==> config.mk <==
export PLATFORM = sky130hd
export DESIGN_NAME = jtframe_frame_trig
export DESIGN_NICKNAME = d
export VERILOG_FILES = /design/src/rtl/jtframe_frame_trig.sv
export SDC_FILE = /design/constraint.sdc
export NUM_CORES = 1
export LEC_CHECK = 0
export ABC_AREA = 1
export CAP_MARGIN = 5
export CORE_MARGIN = 10
export CORE_UTILIZATION = 60
export CTS_CLUSTER_DIAMETER = 80
export CTS_CLUSTER_SIZE = 40
export DETAILED_ROUTE_END_ITERATION = 8
export PLACE_DENSITY = 0.91
export SYNTH_ARGS = -nofsm -noshare
export SYNTH_HDL_FRONTEND = slang
export SYNTH_SLANG_ARGS = --single-unit
==> constraint.sdc <==
create_clock -name clk -period 4 [get_ports clk]
set_input_delay 0.8 -clock clk [delete_from_list [all_inputs] [get_ports clk]]
set_output_delay 0.8 -clock clk [all_outputs]
set_load 0.01 [all_outputs]
==> src/rtl/jtframe_frame_trig.sv <==
// Frame counter and dump-window trigger for simulation waveform capture.
// Counts falling edges of an asynchronous vs after ROM download and opens a dump window.
module jtframe_frame_trig #(
    parameter int unsigned START   = 0,
    parameter int unsigned LEN     = 1,
    parameter int unsigned TIMEOUT = 1048576,
    parameter int unsigned CW      = 32
) (
    input  logic          clk,
    input  logic          rst,
    input  logic          vs,
    input  logic          downloading,
    output logic [CW-1:0] frame_cnt,
    output logic          dump_en,
    output logic          dump_on,
    output logic          dump_off,
    output logic          finish,
    output logic          vs_lost
);

    localparam int unsigned WW = (TIMEOUT > 0) ? $clog2(TIMEOUT + 1) : 1;
    localparam logic [CW-1:0] START_V = CW'(START);
    localparam logic [WW-1:0] TIMEOUT_V = WW'(TIMEOUT);

    typedef enum logic [1:0] {StIdle, StWait, StDump, StDone} state_t;

    state_t        state;
    logic          s1, s2, s3;
    logic          vs_fall;
    logic [CW-1:0] cnt_inc;
    logic [31:0]   win, win_inc;
    logic [WW-1:0] wd_cnt, wd_inc;

    // Decoded from flops so the FSM reacts on the third edge after the fall
    assign vs_fall = s3 & ~s2;
    assign cnt_inc = frame_cnt + 1'b1;
    assign win_inc = win + 32'd1;
    assign wd_inc  = wd_cnt + 1'b1;

    always_ff @(posedge clk or posedge rst) begin
        if (rst) begin
            s1 <= 1'b1;
            s2 <= 1'b1;
            s3 <= 1'b1;
        end else begin
            s1 <= vs;
            s2 <= s1;
            s3 <= s2;
        end
    end

    always_ff @(posedge clk or posedge rst) begin
        if (rst) begin
            state     <= StIdle;
            frame_cnt <= '0;
            win       <= '0;
            dump_en   <= 1'b0;
            dump_on   <= 1'b0;
            dump_off  <= 1'b0;
            finish    <= 1'b0;
        end else begin
            dump_on  <= 1'b0;
            dump_off <= 1'b0;
            if (state != StIdle && downloading) begin
                // A new download aborts everything, closing an open window
                state     <= StIdle;
                frame_cnt <= '0;
                win       <= '0;
                finish    <= 1'b0;
                dump_en   <= 1'b0;
                if (state == StDump) dump_off <= 1'b1;
            end else begin
                case (state)
                    StIdle: begin
                        frame_cnt <= '0;
                        win       <= '0;
                        finish    <= 1'b0;
                        if (!downloading) begin
                            if (START == 0) begin
                                state   <= StDump;
                                dump_en <= 1'b1;
                                dump_on <= 1'b1;
                            end else begin
                                state <= StWait;
                            end
                        end
                    end
                    StWait: begin
                        if (vs_fall) begin
                            frame_cnt <= cnt_inc;
                            if (cnt_inc == START_V) begin
                                state   <= StDump;
                                dump_en <= 1'b1;
                                dump_on <= 1'b1;
                            end
                        end
                    end
                    StDump: begin
                        if (vs_fall) begin
                            frame_cnt <= cnt_inc;
                            win       <= win_inc;
                            if (LEN != 0 && win_inc == LEN) begin
                                state    <= StDone;
                                dump_en  <= 1'b0;
                                dump_off <= 1'b1;
                                finish   <= 1'b1;
                            end
                        end
                    end
                    StDone: begin
                        if (vs_fall) frame_cnt <= cnt_inc;
                    end
                    default: state <= StIdle;
                endcase
            end
        end
    end

    // Watchdog: saturating count of clocks since the last vs fall
    always_ff @(posedge clk or posedge rst) begin
        if (rst) begin
            wd_cnt  <= '0;
            vs_lost <= 1'b0;
        end else if (state == StIdle || vs_fall) begin
            wd_cnt  <= '0;
            vs_lost <= 1'b0;
        end else if (wd_cnt != TIMEOUT_V) begin
            wd_cnt  <= wd_inc;
            vs_lost <= (wd_inc == TIMEOUT_V);
        end else begin
            vs_lost <= 1'b1;
        end
    end

endmodule

* After elaboration in Yosys (flattened, before gate mapping) *
Index checks and enable logic that the tools add are counted.

operators by class
  reductions and logical operators = 12
  bitwise logic cells = 2
  add/sub/neg operators = 3
  multiplexer cells = 38
  equality and inequality tests = 12

operators with widths
  kind                     count
  $mux W32                 4
  $pmux W32 S2             2
  $add A32 B1 Y32 const B  2
  $mux W21                 2
  $eq A32 B1 Y1 const B    1
  $logic_not A32 Y1        1
  $add A21 B1 Y21 const B  1
  $eq A21 B21 Y1 const B   1
  $ne A21 B21 Y1 const B   1
  $mux W1                  20
  $mux W2                  6
  $ne A3 B3 Y1 const B     4
  $pmux W2 S3              1
  $reduce_and A6 Y1        1
  $eq A2 B2 Y1 const B     2
  $pmux W1 S2              2
  $reduce_bool A2 Y1       2
  $reduce_bool A4 Y1       1
  $ne A3 B1 Y1 const B     1
  $ne A3 B2 Y1 const B     1
  $pmux W1 S3              1
  $reduce_and A3 Y1        1
  $reduce_bool A3 Y1       1
  $reduce_or A3 Y1         1
  7 further kinds          7

storage, ports and cells
  output and inout bits = 37
  bits of input ports = 4
  register bits after elaboration = 95
  logic and storage cells = 79

* Depth between registers and ports, before layout *
  word-level depth = 6
  mapped depth = 16
  depth with buffers taken out = 16

* Least setup slack after synthesis *
No wires, ideal clock.

  path kind = register -> register
  start point = reg frame_cnt[1]
  end point = reg dump_en
  data required time = 3882 ps
  library setup time = 118 ps
  path slack = 1940 ps
  clock period less this slack = 2060 ps
  cell stages (with the launch flop) = 17
  data arrival time = 1941 ps
  path buffers = 0
  path through = dfrtp_1 > ha_1 > nand2_2 > nor2_8 > nand2_4 > nor2_4 > nand2_1 > nand2_1 > nand2_2 > nor2_2 > nand2_1 > nor2_1 > nand3_1 > nand2_2 > nand3_2 > nand2_1 > nand2_1

on the way
  longest elaborated chain between the ends = 4

ends and longest elaborated chain
  element                             line  RTL
  from (decl)                         13    output logic [CW-1:0] frame_cnt,
  from (signal assigned)              90    frame_cnt <= cnt_inc;
  from (signal assigned)              100   frame_cnt <= cnt_inc;
  from (signal assigned)              111   if (vs_fall) frame_cnt <= cnt_inc;
  $add A32 B1 Y32                     36    assign cnt_inc = frame_cnt + 1'b1;
  $logic_not A32 Y1                   91    if (cnt_inc == START_V) begin
  $ne A3 B3 Y1 (no source line)       -
  $reduce_and A6 Y1 (no source line)  -
  to (signal assigned)                57    dump_en <= 1'b0;
  to (signal assigned)                93    dump_en <= 1'b1;
  to (signal assigned)                104   dump_en <= 1'b0;
  to (decl)                           14    output logic dump_en,

Every way passes these cells.
A chain may end at the register's enable or synchronous reset.

* Worst setup path after layout *
  start point = reg s3
  end point = reg frame_cnt[25]

on the way
  longest elaborated chain between the ends = 2

ends and longest elaborated chain
  element                        line  RTL
  from (decl)                    28    logic s1, s2, s3;
  from (signal assigned)         44    s3 <= 1'b1;
  from (signal assigned)         48    s3 <= s2;
  $and A1 B1 Y1                  35    assign vs_fall = s3 & ~s2;
  $ne A3 B1 Y1 (no source line)  -

Every way passes these cells.

==> results.py <==
metrics = {
    "outcome": {
        "status": "complete, no violations",
    },
    "yosys": {
        "synth-async-reset-ratio_pct": 100,
        "syn_area_per_cell_um2": 6.55,
        "yosysSeqAreaShare_pct": 37.7,
        "synth_area_um2": 6310,
        "synth_edf_count": 0,
        "synth_ff_type": "dfrtp_1",
        "ys_warn_count": 0,
        "yosysTopAreaCell": "dfrtp_1",
        "yosysMostFrequentCell": "nand2_1",
        "syn_nets": 973,
        "yosysTopAreaCellShare_pct": 36.5,
        "syn_inst": 963,
        "synth_seq_cells": 95,
        "synth_common_cells": "nand2_1 (310), nor2_1 (156), inv_1 (127), dfrtp_1 (92), nand3_1 (80)",
        "ys_top_cells_by_area": "dfrtp_1 (36%), nand2_1 (18%), nor2_1 (9.3%)",
        "yosysUniqueCellTypes": 34,
    },
    "detailed_routing": {
        "vias_per_cell": 5.56,
        "num_vias": 6369,
        "firstDrtPassIters": 7,
        "post_drt_wl_per_cell_um": 14.1,
        "routed_wl_um": 16200,
        "drc": 0,
        "dr.first_iter.drc_count": 807,
        "antenna_left": 0,
    },
    "timing": {
        "report.final.setup_viol": 0,
        "finalHoldViolations": 0,
        "report.final.slew_viol_count": 0,
        "period_share_pct": 69.0,
        "worst_slack_ns": 1.24,
        "relSlewSlack_pct": 43.0,
        "rsz0062_at_grt": "no",
        "skew_ns": 0.00986,
        "timing.final.crit_period_ns": 2.76,
        "setup_tns_ns": 0,
        "max_freq_mhz": 363,
        "tightestPinTransition_ns": 0.854,
    },
    "setup_path": {
        "worst-path-max-fanout": 29,
        "r2r_end": "frame_cnt[25]",
        "crit_chain": "inv_1 -> nor2_1 -> buf_4 -> nor2_1 -> inv_1 -> nor2_1 -> inv_1 -> o21ai_0",
        "cp.required_ns": 4.21,
        "crit_slowest_cell": "inv_1",
        "max_stage_delay_ns": 0.68,
        "ff2ff_path_depth": 8,
        "critical_path_arrival_ns": 2.97,
        "reg2reg_slack_ns": 1.24,
        "crit_type": "reg2reg",
        "r2r-start": "s3",
        "worstSetupEndpointType": "flop",
        "crit_path_start_kind": "flop",
    },
    "clocking": {
        "cts_root_buf": "clkbuf_8",
        "cts_setup_buffers": 0,
        "cts_resized": 0,
        "cts_sinks": 95,
        "numCtsBuffers": 9,
        "cts_hold_buf": 0,
        "cts_max_level": 3,
        "clk_path_buf_depth": 2,
        "cts_tree": "done",
        "clock_latency_ns": 0.38,
        "clk_pin_slew_ns": 0.10,
    },
    "run": {
        "maxCapViolCount": 0,
    },
    "final_layout": {
        "area_growth_pct": 11.9,
        "diodes": 0,
        "drive_gt1_share_pct": 5.45,
        "final_nets": 1014,
    },
    "pwr": {
        "power_density_nw_per_um2": 289,
        "pwr-share-comb_pct": 18.6,
        "pwr-share-seq_pct": 51.3,
        "internal-power_w": 0.00135,
        "p_switching_w": 0.000684,
        "p_leak_nw": 3.10,
        "pwr-share-clk_pct": 30.2,
        "total_power_w": 0.00204,
        "swShare_pct": 33.6,
        "irDropWorstVdd_v": 0.000193,
    },
    "floorplan": {
        "die-area_um2": 15000,
        "ios": 41,
        "coreArea_um2": 10300,
        "dieWidth_um": 123,
        "rows": 37,
        "die_h_um": 123,
        "start_util_pct": 61.4,
    },
    "placed_design": {
        "dp_hpwl_um": 12200,
        "portBuffers": 40,
        "post-place-ws_ns": 1.21,
        "gp_congestion": 1.01,
    },
    "global_routing": {
        "gr-usage-all-layers_pct": 21.6,
        "antenna_found_initial": 0,
        "grt_pass1_vias": 5757,
        "grt_start_max_net_pins": 59,
        "grt_pass1_wl_um": 26800,
        "grt_overflow": 0,
    },
    "hold_path": {
        "hold_start": "s1",
        "hold_class": "reg2reg",
        "hold_path_end": "s2",
        "min_path_cells": 0,
    },
}
worst max-delay path by stage:
stage / from / to / slack [ns] / depth (start not counted)
after floorplan: rst / dump_en / 0.73 / 1
after global placement: downloading / win[18] / 1.28 / 6
after detailed placement: downloading / win[8] / 1.21 / 6
after CTS: s3 / frame_cnt[25] / 1.26 / 8
after global routing: s3 / frame_cnt[27] / 1.05 / 8
final: s3 / frame_cnt[25] / 1.24 / 8
power by group through the flow:
stage,clock [W],sequential (W),combinational [W]
2_1_floorplan,0,0.00106,0.000241
3_3_place_gp,0,0.00106,0.000361
3_5_place_dp,0,0.00106,0.000378
4_1_cts,0.000620,0.00104,0.000378
5_1_grt,0.000663,0.00105,0.000423
6_report,0.000615,0.00104,0.000378
cells in the final DEF, fill, tap and decap left out, types with 2 or more instances in the layout:
cell type	instances
nand2_1	310
nor2_1	156
inv_1	126
dfrtp_1	92
nand3_1	80
o21ai_0	51
clkdlybuf4s50_1	40
o22ai_1	23
xor2_1	16
nand4_1	14
nor2_4	9
clkbuf_8	9
nand2_2	7
nor3_1	7
ha_1	6
nor2_2	5
nor4_1	5
and2_1	4
nand3b_1	4
xnor2_1	4
inv_6	4
buf_4	4
nand2_4	3
nand3_2	3
o21ai_1	3
nor3b_1	3
a21oi_1	3
dfstp_2	3
a22o_1	2
logic make-up after synthesis:
family                   count (synthesis)  share of synthesized area, %
buffers and inverters                  143                          8.51
AO/OA/AOI/OAI                           85                          7.42
XOR/XNOR                                20                          2.78
flip-flops                              95                          37.7
adder cells (fa/ha/maj)                  6                          1.19
AND/OR/NAND/NOR                        614                          42.4
routing by layer:
layer	track usage, %	wire [um]	vias up
met4	8.32	295	0
li1	-	-	3129
met3	3.44	1390	27
met1	28.5	6870	2946
met2	35.0	7600	267
met5	0	0	-
per-stage QoR:
stage	util, %	hold slack [ns]	instance area, um2	instances
after floorplan	-	0.345	6310	963
after global placement	66.9	0.346	6880	1129
after detailed placement	66.9	0.347	6880	1129
after CTS	68.7	0.362	7060	1145
after global routing	68.7	0.373	7060	1145
final	68.7	0.362	7060	1145
worst max-delay path, delay by kind of cell (launching register included):
family	cells	cell delay, ns
compound gates	1	0.22
simple gates	3	0.40
buf+inv	4	1.44
flops	1	0.53
state kept, by name (all words and copies together), names as in the netlist, 2 cells and up:
name and cells:
frame_cnt 32, state 2, wd_cnt 21, win 32
area by class of cell:
cell class	count	area, um2
fillers	875	3220
inverters	128	483
multi-input cells	725	3400
clock buffers	10	128
well taps	136	170
flip-flops and latches	95	2380
repair buffers	45	450
clock inverters	6	51.3
No activity file was read; power rests on OpenSTA's default activity.
